<file path="src/rtl/line_sched.sv">
`timescale 1ns/1ps
`default_nettype none
// ============================================================================
//  Module   : line_sched
//  Purpose  : Per-scanline tile/sprite render sequencer with ping-pong bank
//             flip and overrun detection. Optional macro LINE_SCHED_STATS_EN
//             adds the overrun and frame counters.
//  Revision : 1.0 - initial release
// ============================================================================
module line_sched #(
    parameter int HSWITCH = 1590,
    parameter int HTOTAL  = 1600,
    parameter int VACTIVE = 480,
    parameter int VTOTAL  = 525
) (
    input  logic        clk,
    input  logic        reset_n,
    input  logic [10:0] hcount,
    input  logic [9:0]  vcount,
    input  logic        enable,
    input  logic        clr_overrun,
    input  logic        tile_done,
    input  logic        sprite_done,
    output logic        tile_start,
    output logic        sprite_start,
    output logic        wren_tile_draw,
    output logic        switch,
    output logic        abort,
    output logic        busy,
    output logic        overrun_sticky,
    output logic [15:0] overrun_cnt,
    output logic [15:0] frame_cnt
);

    localparam logic [2:0] S_IDLE       = 3'd0;
    localparam logic [2:0] S_TILE_START = 3'd1;
    localparam logic [2:0] S_TILE_WAIT  = 3'd2;
    localparam logic [2:0] S_SPR_START  = 3'd3;
    localparam logic [2:0] S_SPR_WAIT   = 3'd4;
    localparam logic [2:0] S_DONE       = 3'd5;

    localparam logic [10:0] c_hswitch    = 11'(HSWITCH);
    localparam logic [10:0] c_hlast      = 11'(HTOTAL - 1);
    localparam logic [9:0]  c_vrender_end = 10'(VACTIVE - 1);
    localparam logic [9:0]  c_vlast      = 10'(VTOTAL - 1);

    logic [2:0] r_state;
    logic [2:0] w_state_nxt;
    logic       w_overrun;
    logic       w_render;
    logic       w_hsw;
    logic       w_frame_end;
    logic       w_tile_start_nxt;
    logic       w_sprite_start_nxt;
    logic       w_wren_nxt;
    logic       w_busy_nxt;

    logic r_tile_start, r_sprite_start, r_wren, r_switch, r_abort, r_busy, r_sticky;

    // A render line prepares the line shown next, hence the last blanking line too.
    assign w_render    = (vcount < c_vrender_end) || (vcount == c_vlast);
    assign w_hsw       = (hcount == c_hswitch);
    assign w_frame_end = (hcount == c_hlast) && (vcount == c_vlast);

    always_ff @(posedge clk) begin
        if (!reset_n) begin
            r_state <= S_IDLE;
        end else begin
            r_state <= w_state_nxt;
        end
    end

    always_comb begin
        w_state_nxt = r_state;
        w_overrun   = 1'b0;
        case (r_state)
            S_IDLE: begin
                if (hcount == 11'd0 && w_render && enable) w_state_nxt = S_TILE_START;
            end
            S_TILE_START: begin
                if (w_hsw) begin
                    w_overrun   = 1'b1;
                    w_state_nxt = S_IDLE;
                end else begin
                    w_state_nxt = S_TILE_WAIT;
                end
            end
            S_TILE_WAIT: begin
                if (w_hsw) begin
                    w_overrun   = 1'b1;
                    w_state_nxt = S_IDLE;
                end else if (tile_done) begin
                    w_state_nxt = S_SPR_START;
                end
            end
            S_SPR_START: begin
                if (w_hsw) begin
                    w_overrun   = 1'b1;
                    w_state_nxt = S_IDLE;
                end else begin
                    w_state_nxt = S_SPR_WAIT;
                end
            end
            S_SPR_WAIT: begin
                // A sprite finish on the flip cycle still counts as on time.
                if (sprite_done) begin
                    w_state_nxt = w_hsw ? S_IDLE : S_DONE;
                end else if (w_hsw) begin
                    w_overrun   = 1'b1;
                    w_state_nxt = S_IDLE;
                end
            end
            S_DONE: begin
                if (w_hsw) w_state_nxt = S_IDLE;
            end
            default: w_state_nxt = S_IDLE;
        endcase
    end

    always_comb begin
        w_tile_start_nxt   = (w_state_nxt == S_TILE_START);
        w_sprite_start_nxt = (w_state_nxt == S_SPR_START);
        w_wren_nxt         = (w_state_nxt == S_TILE_START) || (w_state_nxt == S_TILE_WAIT);
        w_busy_nxt         = (w_state_nxt != S_IDLE);
    end

    always_ff @(posedge clk) begin
        if (!reset_n) begin
            r_tile_start   <= 1'b0;
            r_sprite_start <= 1'b0;
            r_wren         <= 1'b0;
            r_switch       <= 1'b0;
            r_abort        <= 1'b0;
            r_busy         <= 1'b0;
            r_sticky       <= 1'b0;
        end else begin
            r_tile_start   <= w_tile_start_nxt;
            r_sprite_start <= w_sprite_start_nxt;
            r_wren         <= w_wren_nxt;
            r_abort        <= w_overrun;
            r_busy         <= w_busy_nxt;
            if (w_hsw && w_render) r_switch <= ~r_switch;
            if (clr_overrun)       r_sticky <= 1'b0;
            else if (w_overrun)    r_sticky <= 1'b1;
        end
    end

    assign tile_start     = r_tile_start;
    assign sprite_start   = r_sprite_start;
    assign wren_tile_draw = r_wren;
    assign switch         = r_switch;
    assign abort          = r_abort;
    assign busy           = r_busy;
    assign overrun_sticky = r_sticky;

`ifdef LINE_SCHED_STATS_EN
    logic [15:0] r_overrun_cnt;
    logic [15:0] r_frame_cnt;

    always_ff @(posedge clk) begin
        if (!reset_n) begin
            r_overrun_cnt <= 16'd0;
            r_frame_cnt   <= 16'd0;
        end else begin
            if (clr_overrun)                               r_overrun_cnt <= 16'd0;
            else if (w_overrun && r_overrun_cnt != 16'hFFFF) r_overrun_cnt <= r_overrun_cnt + 16'd1;
            if (w_frame_end) r_frame_cnt <= r_frame_cnt + 16'd1;
        end
    end

    assign overrun_cnt = r_overrun_cnt;
    assign frame_cnt   = r_frame_cnt;
`else
    logic w_unused_stats;
    assign w_unused_stats = w_frame_end;
    assign overrun_cnt    = 16'd0;
    assign frame_cnt      = 16'd0;
`endif

endmodule
`default_nettype wire

</file>
<file path="config.mk">
export PLATFORM = sky130hd
export DESIGN_NAME = line_sched
export DESIGN_NICKNAME = d
export VERILOG_FILES = /design/src/rtl/line_sched.sv
export SDC_FILE = /design/constraint.sdc
export NUM_CORES = 1
export LEC_CHECK = 0
export ABC_AREA = 1
export CAP_MARGIN = 20
export CORE_MARGIN = 4
export CORE_UTILIZATION = 32
export DETAILED_ROUTE_END_ITERATION = 16
export PLACE_DENSITY = 0.79
export SLEW_MARGIN = 20
export SYNTH_ARGS = -nofsm -noshare
export SYNTH_HDL_FRONTEND = slang
export SYNTH_SLANG_ARGS = --single-unit
</file>
<file path="constraint.sdc">
create_clock -name clk -period 1.51 [get_ports clk]
set_clock_uncertainty 0.15 [all_clocks]
set_input_delay 0.2265 -clock clk [delete_from_list [all_inputs] [get_ports clk]]
set_output_delay 0.2265 -clock clk [all_outputs]
set_load 0.05 [all_outputs]
</file>
==> impl_metrics.yaml <==
synthesis:
  yosys.area.top_type: "buf_4"
  synth_area_leaders: "buf_4 29%, dfxtp_1 24%, nand2_1 9.2%"
  ys_ff_latch: 10
  synth_seq_area_share_pct: 24.5
  syn_area_um2: 818
  yosysWarnings: 0
  syn_area_per_cell_um2: 6.65
  synthDistinctLibCells: 20
  synth_top_area_share_pct: 29.4
  synthCells: 123
routing:
  drcViolationCount: 0
  drtPass1Iterations: 4
  drt-total-wl_um: 1740
  drtIter0Drc: 21
  wl_per_cell_um: 8.95
  routed-via-count: 766
  ant_nets: 0
  routed_via_density: 3.95
sta:
  slew_violations: 0
  final-setup-viol-count: 0
  grt_setup_unrepaired: "yes"
  max_clock_freq_ghz: 0.708
  fin_crit_sh_pct: 93.5
  min_period_ps: 1410
  fin_ws_ps: 98.1
  hold-worst-slack_ps: 330
  hold_viol: 0
setup_path:
  worstPathRequired_ps: 1520
  slowest_stage: "clkdlybuf4s50_1"
  r2r_cells: 8
  reg2reg_slack_ps: 130
  cp_max_fo: 5
  worst-path-buf-inv: 2
  cp.arrival_ps: 1420
  max_stage_delay_ps: 450
  timing.rr.end: "wren_tile_draw$_SDFF_PN0_"
  critPathKind: "in2reg"
  cpLargestDelayFamily: "simple AND/OR/NAND/NOR gates"
  critPathCaptureType: "flip-flop"
  critical_path.cell_chain: "clkdlybuf4s50_1 > inv_1 > nor3_4 > nand3_2 > nand2_2 > nand2_2 > nand2_2 > o21ai_2"
  cp-start-kind: "primary input"
  cpMostUsedCell: "nand2_2"
  r2r-start: "r_state[2]$_SDFF_PN0_"
min_path:
  holdPathEnd: "overrun_sticky$_SDFFE_PP0P_"
  hold_depth: 2
  worstHoldStart: "clr_overrun"
  hold_path_class: "in2reg"
global_routing:
  grt-ovfl-total: 0
  grt_max_degree: 7
  grt_pass1_vias: 642
  track_usage_pct: 9.43
  grt_pass1_wl_um: 2500
  antenna_found_initial: 0
cells_and_area:
  final_cell_mix: "32 x conb_1, 21 x clkdlybuf4s50_1, 15 x nand2_1"
  fill_cells: 254
  fin_area_mm2: 0.00126
  fin_util_pct: 51.5
  fin_nets: 192
  seq_area_um2: 200
  multiInputGateArea_um2: 483
  layout-drive-gt1-share_pct: 20.7
  layout_commonest_cell: "conb_1"
  antennaDiodeCount: 0
  area_growth_syn_to_layout_pct: 54.4
floorplanning:
  rows: 18
  dieWidth_um: 58.6
  die-area_mm2: 0.00343
  initial_core_util_pct: 33.3
  ios: 66
  fp.coreArea_mm2: 0.00245
  die_h_um: 58.6
clock_network:
  clock_latency_ps: 270
  cts_made_buffers: 3
  cts_root_buf: "clkbuf_4"
  cts_tree: "yes"
  clkSlewWorstSetupHoldPaths_ps: 70
  clock_path_buffers: 2
  cts_hold_buf: 0
  clock-sinks: 10
  htreeDepth: 1
placed_design:
  place_hpwl_um: 1460
  gp_congestion: 0.829
  place_area_mm2: 0.00116
  port_buffers: 33
  pre_cts_slack_ps: -346
flow_run:
  maxCapViolations: 0
pwr:
  power_leakage_nw: 0.651
  p_total_w: 0.000801
  power_density_mw_per_mm2: 634
  ir_drop_v: 0.000404
status:
  status: "finished, final reports clean"
[where the power goes]
group          total, W  internal [W]  switching [W]
Combinational  0.000290     0.0000756       0.000215
Sequential     0.000264      0.000263   0.0000000356
Clock          0.000248      0.000146       0.000101
[how the worst max path moves through the flow]
stage,from,to,slack [ps],cells past startpoint
floorplan,r_state[2]$_SDFF_PN0_,wren_tile_draw$_SDFF_PN0_,300,8
global placement,hcount[10],wren_tile_draw$_SDFF_PN0_,-250,8
detailed placement,hcount[10],busy$_SDFF_PN0_,-350,8
CTS,hcount[5],busy$_SDFF_PN0_,4,8
global route,vcount[8],sprite_start$_SDFF_PN0_,-40,10
finish,hcount[10],busy$_SDFF_PN0_,100,8
[Yosys cell counts, drive strengths merged]
| cell type | number |
|---|---|
| a21boi | 1 |
| a21oi | 2 |
| and3b | 1 |
| buf | 32 |
| conb | 1 |
| dfxtp | 10 |
| inv | 15 |
| nand2 | 21 |
| nand3 | 8 |
| nand3b | 2 |
| nand4 | 2 |
| nor2 | 18 |
| nor3 | 5 |
| nor3b | 1 |
| o21ai | 4 |
[registers in the layout, summed over array words and instances, names as in the netlist]
| name | count |
|---|---|
| r_state | 3 |
| abort | 1 |
| busy | 1 |
| overrun_sticky | 1 |
| sprite_start | 1 |
| switch | 1 |
| tile_start | 1 |
| wren_tile_draw | 1 |
[final cells by class]
type,count,share of cell area [%]
multi-input cells,97,38.2
inverters,15,4.46
repair buffers,38,35.6
flip-flops and latches,10,15.8
clock buffers,4,2.87
well taps,30,2.97
[per-stage QoR]
| stage | setup TNS, ps | cells |
|---|---|---|
| after floorplan | 0 | 154 |
| final | 0 | 194 |
| after global routing | -46.4 | 194 |
| after CTS | 0 | 193 |
| after detailed placement | -2650 | 189 |
| after global placement | -1870 | 189 |
[per-layer routing]
metal / part of all wire, % / vias to the layer above / wire length (um) / global-route usage, %
met4: 1.2 / 0 / 21 / 4.85
met1: 36 / 326 / 623 / 10.9
met2: 53 / 35 / 912 / 15.6
met3: 10 / 2 / 177 / 2.85
li1: - / 403 / - / -
met5: 0 / - / 0 / 0
[kinds of logic after synthesis]
family | Yosys count | share of synthesized area, %
simple gates | 58 | 34.2
buf+inv | 47 | 36.2
flops | 10 | 24.5
compound gates | 7 | 4.59
other cells | 1 | 0.458
[timing repair]
item                                    4_1_cts  5_1_grt
endpoints found under the setup margin        5        6
buffers inserted                              0        1
endpoints found under the hold margin         0        0
pin swaps                                     0        5
gates resized for setup                       1       18
No activity file was read; power rests on OpenSTA's default activity.
